==> config.mk <==
export PLATFORM = sky130hd
export DESIGN_NAME = resize_channel_scheduler
export DESIGN_NICKNAME = d
export VERILOG_FILES = /design/src/rtl/resize_channel_scheduler.sv
export SDC_FILE = /design/constraint.sdc
export NUM_CORES = 1
export LEC_CHECK = 0
export BUFFER_PORTS_ARGS = -buffer_cell sky130_fd_sc_hd__buf_2
export CAP_MARGIN = 25
export CORE_UTILIZATION = 57
export DETAILED_ROUTE_END_ITERATION = 6
export PLACE_DENSITY_LB_ADDON = 0.25
export SLEW_MARGIN = 40
export SYNTH_ARGS = -nofsm -noshare
export SYNTH_HDL_FRONTEND = slang
export SYNTH_SLANG_ARGS = --single-unit
==> constraint.sdc <==
create_clock -name clk -period 4.9 [get_ports clk]
set_input_delay 0 -clock clk [delete_from_list [all_inputs] [get_ports clk]]
set_output_delay 0 -clock clk [all_outputs]
set_load 0.02 [all_outputs]
==> src/rtl/resize_channel_scheduler.sv <==
// resize_channel_scheduler
// Runs the bilinear resize controller once per feature-map channel and
// relocates the controller's plane-relative addresses into absolute
// feature-memory addresses using per-channel plane strides.
//
// Optional feature macro: RESIZE_SCHED_ABORT_EN
//   adds input `abort` and output `aborted`; an abort in LAUNCH/RUN/DRAIN
//   jumps straight to FINISH, and `aborted` accompanies that `done` pulse.
//
// state  | meaning
// IDLE   | waiting for start; configuration captured on the accepting edge
// LAUNCH | rc_enable low one cycle so the controller restarts at its origin
// RUN    | rc_enable high, waiting for rc_done
// DRAIN  | rc_enable low one cycle; last address leaves the output register
// FINISH | one-cycle done pulse, then back to IDLE

module resize_channel_scheduler #(
    parameter int ADDR_W = 16,
    parameter int CH_W   = 10
) (
    input  logic              clk,
    input  logic              reset,
    input  logic              start,
    input  logic [CH_W-1:0]   num_ch,
    input  logic [ADDR_W-1:0] src_base,
    input  logic [ADDR_W-1:0] des_base,
    input  logic [ADDR_W-1:0] src_stride,
    input  logic [ADDR_W-1:0] des_stride,
    output logic              rc_enable,
    input  logic              rc_done,
    input  logic [ADDR_W-1:0] rc_src_addr1,
    input  logic [ADDR_W-1:0] rc_src_addr2,
    input  logic [ADDR_W-1:0] rc_des_addr,
    input  logic              rc_stage_flag,
    output logic [ADDR_W-1:0] mem_src_addr1,
    output logic [ADDR_W-1:0] mem_src_addr2,
    output logic [ADDR_W-1:0] mem_des_addr,
    output logic              mem_stage_flag,
    output logic              mem_valid,
    output logic [CH_W-1:0]   ch_idx,
    output logic              busy,
`ifdef RESIZE_SCHED_ABORT_EN
    input  logic              abort,
    output logic              aborted,
`endif
    output logic              done
);

    typedef enum logic [2:0] {
        ST_IDLE   = 3'd0,
        ST_LAUNCH = 3'd1,
        ST_RUN    = 3'd2,
        ST_DRAIN  = 3'd3,
        ST_FINISH = 3'd4
    } state_t;

    state_t              state_q, state_d;
    logic [CH_W-1:0]     num_ch_q, num_ch_d;
    logic [CH_W-1:0]     ch_idx_q, ch_idx_d;
    logic [ADDR_W-1:0]   src_stride_q, src_stride_d;
    logic [ADDR_W-1:0]   des_stride_q, des_stride_d;
    logic [ADDR_W-1:0]   cur_src_q, cur_src_d;
    logic [ADDR_W-1:0]   cur_des_q, cur_des_d;

    logic [ADDR_W-1:0]   mem_src_addr1_q, mem_src_addr1_d;
    logic [ADDR_W-1:0]   mem_src_addr2_q, mem_src_addr2_d;
    logic [ADDR_W-1:0]   mem_des_addr_q, mem_des_addr_d;
    logic                mem_stage_flag_q, mem_stage_flag_d;
    logic                mem_valid_q, mem_valid_d;

    logic                last_ch;
    logic                abort_hit;

`ifdef RESIZE_SCHED_ABORT_EN
    logic                aborted_q, aborted_d;

    // Abort only has meaning while a channel is in flight.
    assign abort_hit = abort & ((state_q == ST_LAUNCH) |
                                (state_q == ST_RUN)    |
                                (state_q == ST_DRAIN));
    assign aborted_d = abort_hit;
    assign aborted   = aborted_q;
`else
    assign abort_hit = 1'b0;
`endif

    // DRAIN is only reachable with a non-zero channel count, so num_ch_q-1 cannot underflow there.
    assign last_ch = (ch_idx_q == (num_ch_q - CH_W'(1)));

    // Next-state, channel counter and current plane bases.
    always_comb begin
        state_d      = state_q;
        num_ch_d     = num_ch_q;
        ch_idx_d     = ch_idx_q;
        src_stride_d = src_stride_q;
        des_stride_d = des_stride_q;
        cur_src_d    = cur_src_q;
        cur_des_d    = cur_des_q;

        if (abort_hit) begin
            state_d = ST_FINISH;
        end else begin
            case (state_q)
                ST_IDLE: begin
                    if (start) begin
                        num_ch_d     = num_ch;
                        src_stride_d = src_stride;
                        des_stride_d = des_stride;
                        cur_src_d    = src_base;
                        cur_des_d    = des_base;
                        ch_idx_d     = '0;
                        state_d      = (num_ch == '0) ? ST_FINISH : ST_LAUNCH;
                    end
                end
                ST_LAUNCH: begin
                    state_d = ST_RUN;
                end
                ST_RUN: begin
                    if (rc_done) begin
                        state_d = ST_DRAIN;
                    end
                end
                ST_DRAIN: begin
                    if (last_ch) begin
                        state_d = ST_FINISH;
                    end else begin
                        ch_idx_d  = ch_idx_q + CH_W'(1);
                        cur_src_d = cur_src_q + src_stride_q;
                        cur_des_d = cur_des_q + des_stride_q;
                        state_d   = ST_LAUNCH;
                    end
                end
                ST_FINISH: begin
                    state_d = ST_IDLE;
                end
                default: begin
                    state_d = ST_IDLE;
                end
            endcase
        end
    end

    // Address relocation stage; sums wrap at ADDR_W bits by construction.
    always_comb begin
        mem_src_addr1_d  = cur_src_q + rc_src_addr1;
        mem_src_addr2_d  = cur_src_q + rc_src_addr2;
        mem_des_addr_d   = cur_des_q + rc_des_addr;
        mem_stage_flag_d = rc_stage_flag;
        mem_valid_d      = (state_q == ST_RUN) & ~rc_done & ~abort_hit;
    end

    // Control registers.
    always_ff @(posedge clk) begin
        if (reset) begin
            state_q      <= ST_IDLE;
            num_ch_q     <= '0;
            ch_idx_q     <= '0;
            src_stride_q <= '0;
            des_stride_q <= '0;
            cur_src_q    <= '0;
            cur_des_q    <= '0;
        end else begin
            state_q      <= state_d;
            num_ch_q     <= num_ch_d;
            ch_idx_q     <= ch_idx_d;
            src_stride_q <= src_stride_d;
            des_stride_q <= des_stride_d;
            cur_src_q    <= cur_src_d;
            cur_des_q    <= cur_des_d;
        end
    end

    // Output address register, one cycle behind the rc_* inputs.
    always_ff @(posedge clk) begin
        if (reset) begin
            mem_src_addr1_q  <= '0;
            mem_src_addr2_q  <= '0;
            mem_des_addr_q   <= '0;
            mem_stage_flag_q <= 1'b0;
            mem_valid_q      <= 1'b0;
        end else begin
            mem_src_addr1_q  <= mem_src_addr1_d;
            mem_src_addr2_q  <= mem_src_addr2_d;
            mem_des_addr_q   <= mem_des_addr_d;
            mem_stage_flag_q <= mem_stage_flag_d;
            mem_valid_q      <= mem_valid_d;
        end
    end

`ifdef RESIZE_SCHED_ABORT_EN
    // Abort flag lines up with the FINISH cycle it caused.
    always_ff @(posedge clk) begin
        if (reset) begin
            aborted_q <= 1'b0;
        end else begin
            aborted_q <= aborted_d;
        end
    end
`endif

    // Control outputs decode straight from the state register so reset drops them at the edge.
    assign rc_enable      = (state_q == ST_RUN);
    assign busy           = (state_q != ST_IDLE);
    assign done           = (state_q == ST_FINISH);
    assign ch_idx         = ch_idx_q;
    assign mem_src_addr1  = mem_src_addr1_q;
    assign mem_src_addr2  = mem_src_addr2_q;
    assign mem_des_addr   = mem_des_addr_q;
    assign mem_stage_flag = mem_stage_flag_q;
    assign mem_valid      = mem_valid_q;

endmodule

; ---- Word-level counts from Yosys, hierarchy flattened
; Cells that the tools add are included.
[word_totals]
elab_cells = 50
in_bits = 127
output_inout_bits = 63
regBits = 137
[classes]
muxes = 14
add_sub_neg = 7
eq_ne = 8
bitwise = 2
n_reduce_logical = 7
[ops]
columns = op, n
row1 = $add 16x16->16, 5
row2 = $mux 16, 4
row3 = $pmux 16 s2, 2
row4 = $mux 10, 2
row5 = $pmux 10 s2, 1
row6 = $mux 3, 4
row7 = $pmux 3 s4, 1
row8 = $add 10x1->10 const B, 1
row9 = $eq 10x10->1, 1
row10 = $logic_not 10->1, 1
row11 = $sub 10x1->10 const B, 1
row12 = $eq 3x2->1 const B, 2
row13 = $ne 2x2->1 const B, 2
row14 = $reduce_and 2->1, 2
row15 = $eq 3x1->1 const B, 1
row16 = $eq 3x3->1 const B, 1
row17 = $logic_not 3->1, 1
row18 = $reduce_and 3->1, 1
row19 = $reduce_bool 3->1, 1
row20 = $ne 2x1->1 const B, 1
row21 = $reduce_bool 2->1, 1
row22 = $and 1x1->1, 1
row23 = $not 1->1, 1

; ---- Logic depth before layout (Yosys ltp)
[depth]
word_depth = 4
mapped_depth = 11
ltp_nobuf = 10

; ---- Worst setup path before layout
; OpenSTA, ideal clock, no wires.
[synth_timing]
path_kind = reg-to-reg
start = register cur_src_q[0]
end = register mem_src_addr1_q[14], in the netlist mem_src_addr1[14]
setup_ps = 121
arrival_ps = 2355
path_slack_ps = 2424
required_ps = 4779
path_stages_with_launch = 11
n_path_buf = 0
synth_period_minus_slack_ps = 2476
path_cell_list = dfxtp_1 ha_1 inv_1 fa_1 nor2b_1 o31a_1 o211ai_1 a21oi_1 nor3_1 o41ai_1 mux2_2
[synth_between]
elab_chain_cells = 1
[synth_lines]
columns = element, line
row1 = from (decl), 62  ; logic [ADDR_W-1:0] cur_src_q, cur_src_d;
row2 = from (signal assigned), 168  ; cur_src_q <= cur_src_d;
row3 = $add 16x16->16, 145  ; mem_src_addr1_d = cur_src_q + rc_src_addr1;
row4 = to (signal assigned), 182  ; mem_src_addr1_q <= mem_src_addr1_d;
row5 = to (decl), 65  ; logic [ADDR_W-1:0] mem_src_addr1_q, mem_src_addr1_d;
; Every way passes these cells.
; A chain may end at the register's enable or synchronous reset.

; ---- Worst setup path in the final report
; Ends and elaborated chain as after synthesis.

==> results_dict.tcl <==
set metrics [dict create \
    status "finished, violations left" \
    violations "design-rule violations, negative hold slack" \
    die_y_um 125 \
    clk_latency_ns 0.43 \
    critPathArrivalTime_ns 3.15 \
    reg2reg_depth 10 \
    cap_viol_max_count 0 \
    cts_buffers 17 \
    fin_util_pct 75.1 \
    swShare_pct 36.1 \
    die_x_um 125 \
    rsz0062_at_grt "no" \
    synth_cell_types 67 \
    cts_resized 0 \
    via_per_inst 5.79 \
    r2r-end "mem_src_addr1[14]" \
    coreArea_um2 14700 \
    fin_crit_sh_pct 57.8 \
    htree_levels 4 \
    clock-skew-final_ns 0.00756 \
    ant_nets 0 \
    grt_util_all_layers_pct 30.4 \
    pwr-share-clk_pct 28.1 \
    netlist_instances 1059 \
    row_count 44 \
    syn_area_per_cell_um2 8.18 \
    yosysWarnings 0 \
    p_sw_mw 1.53 \
    die_area_um2 15700 \
    slew_violations 0 \
    p_leak_nw 4.99 \
    yosys.area.top_type_share_pct 31.6 \
    crit_chain "ha_1, inv_1, fa_1, nor2b_1, o31a_1, o211ai_1, a21oi_1, nor3_1, o41ai_1, mux2_2" \
    fmax_ghz 0.353 \
    p_seq_share_pct 33.7 \
    hp-class "in -> reg" \
    routed_wl_mm 23.6 \
    synth-main-ff-cell "dfxtp_1" \
    clock-sinks 137 \
    critPathSlowestCell "dfxtp_1" \
    final_common_cell "buf_2" \
    setup_viol_count_final 0 \
    synthArstFlopShare_pct 0 \
    worstMarginPinSlew_ns 0.756 \
    max_stage_delay_ns 0.40 \
    fillCellCount 1078 \
    synth-seq-area-share_pct 31.6 \
    crit_type "reg -> reg" \
    pwr-share-comb_pct 38.3 \
    min_period_ns 2.83 \
    hold_slack_ns -0.00101 \
    area_growth_pct 27.4 \
    drcViolationCount 15 \
    critPathTopFamily "compound AO/OA/AOI/OAI gates" \
    drt_first_iter_violations 561 \
    place_hpwl_mm 15.7 \
    start_util_pct 59.0 \
    wl_per_cell_um 15.7 \
    gp_congestion 0.882 \
    grt_pass1_wl_mm 38.5 \
    hold_viol 1 \
    cts_tree "done" \
    crit_cells 10 \
    io_buffers 189 \
    yosysTopAreaCell "dfxtp_1" \
    vias 8694 \
    setup_tns_ns 0 \
    final_nets 1518 \
    fin_total_pwr_mw 4.24 \
    multiInputGateArea_um2 5630 \
    ys_seq_elements 137 \
    crit_start "cur_src_q[0]" \
    post_cts_buffers 0 \
    cp_num_buf_inv 1 \
    p_int_mw 2.71 \
    cts.path.max_buffers 2 \
    grt_max_degree 75 \
    vdd_drop_max_mv 0.275 \
    postCtsHoldBufs 80 \
    rrSetupSlack_ns 2.07 \
    critPathLaunchType "register" \
    mostFrequentLayoutCells "buf_2 (188), nand2_1 (152), dfxtp_1 (137), a21oi_1 (102), nor2_1 (101)" \
    end_kind "register" \
    cp_max_fo 4 \
    synth_area_leaders "dfxtp_1 (32%), ha_1 (11%), nand2_1 (6.6%)" \
    ios 190 \
    drive_above_1_share_pct 19.7 \
    antenna_found_initial 0 \
    cp-endpoint "mem_src_addr1[14]" \
    p_per_area_nw_per_um2 384 \
    synth_edf_count 0 \
    rr_startpoint "cur_src_q[0]" \
    syn-cell-area_um2 8670 \
    min-delay-start "reset" \
    seq_area_um2 2740 \
    overflow 0 \
    first_pass_iters 7 \
    ctsRootBufferMaster "clkbuf_16" \
    slew_headroom_pct 49.6 \
    synth_nets 1268 \
    cts.clk_slew.worst_paths_ns 0.06 \
    required_ns 5.21 \
    grt_pass1_vias 8264 \
    n_antenna_cell 0 \
]
layer usage:
metal / GRT usage, % / share of wire, % / wire (µm) / up-vias
met4: 13.8 / 3.2 / 753 / 0
met5: 0 / 0 / 0 / -
met1: 36.9 / 43 / 10100 / 3971
li1: - / - / - / 4310
met3: 5.22 / 6.0 / 1400 / 59
met2: 52.5 / 48 / 11300 / 354
registers in the layout, indices dropped and copies added (netlist names):
name	flops
src_stride_q	16
mem_stage_flag	1
mem_src_addr1	16
des_stride_q	16
num_ch_q	10
mem_src_addr2	16
state_q	3
mem_des_addr	16
mem_valid	1
cur_des_q	16
cur_src_q	16
ch_idx	10
power groups by stage:
stage	Combinational [mW]	Clock, mW	Sequential [mW]
2_1_floorplan	1.06	0	1.54
3_3_place_gp	1.48	0	1.44
3_5_place_dp	1.53	0	1.45
4_1_cts	1.59	1.19	1.42
5_1_grt	1.78	1.25	1.45
6_report	1.62	1.19	1.43
synth_stat cells, drive strengths merged, types with 6 or more instances:
cell type	instances
nor2b	22
nand3	27
a21o	10
dfxtp	137
and3	16
xor2	23
nand2	153
nor3	45
ha	77
buf	13
a31oi	11
a311oi	17
nor2	102
o21a	10
xnor2	28
nand4	8
o31a	8
nand2b	7
a211oi	26
a21oi	102
o211ai	10
nor3b	6
clkbuf	28
mux2i	7
or3	16
o21ai	41
nor4	8
inv	33
kinds of logic after synthesis:
kind of cell | Yosys count | synth area share [%]
adders and majority gates | 82 | 12.3
xor gates and xnor gates | 53 | 5.69
and+or+nand+nor | 430 | 23.3
DFF | 137 | 31.6
buffers and inverters | 74 | 3.59
AOI/OAI and AO/OA | 272 | 22.2
muxes | 11 | 1.33
per-stage QoR:
stage / hold slack (ns) / setup slack [ns] / cell area, µm² / instances
finish: -0.00101 / 2.07 / 11000 / 1502
CTS: 0.0128 / 2.08 / 11000 / 1502
global placement: 0.190 / 1.82 / 9680 / 1393
detailed placement: 0.192 / 2.10 / 9710 / 1394
global route: 0.0284 / 1.88 / 11000 / 1502
floorplan: 0.0761 / 2.42 / 8670 / 1059
worst min path at each step:
stage,end,cells after the start,slack (ns)
after CTS,cur_src_q[15],3,0.01
after global placement,mem_valid,2,0.19
after detailed placement,mem_valid,2,0.19
final,mem_src_addr2[1],2,-0.001
after global routing,cur_src_q[15],3,0.03
after floorplan,mem_valid,1,0.08
cell type report:
cell class | count | share of cell area [%]
clock buffers | 24 | 4.36
clock inverters | 4 | 0.408
inverters | 33 | 1.12
multi-input cells | 848 | 51.0
flip-flops and latches | 137 | 24.8
well taps | 184 | 2.09
repair buffers | 272 | 16.2
Power figures use the tool's default switching activity.
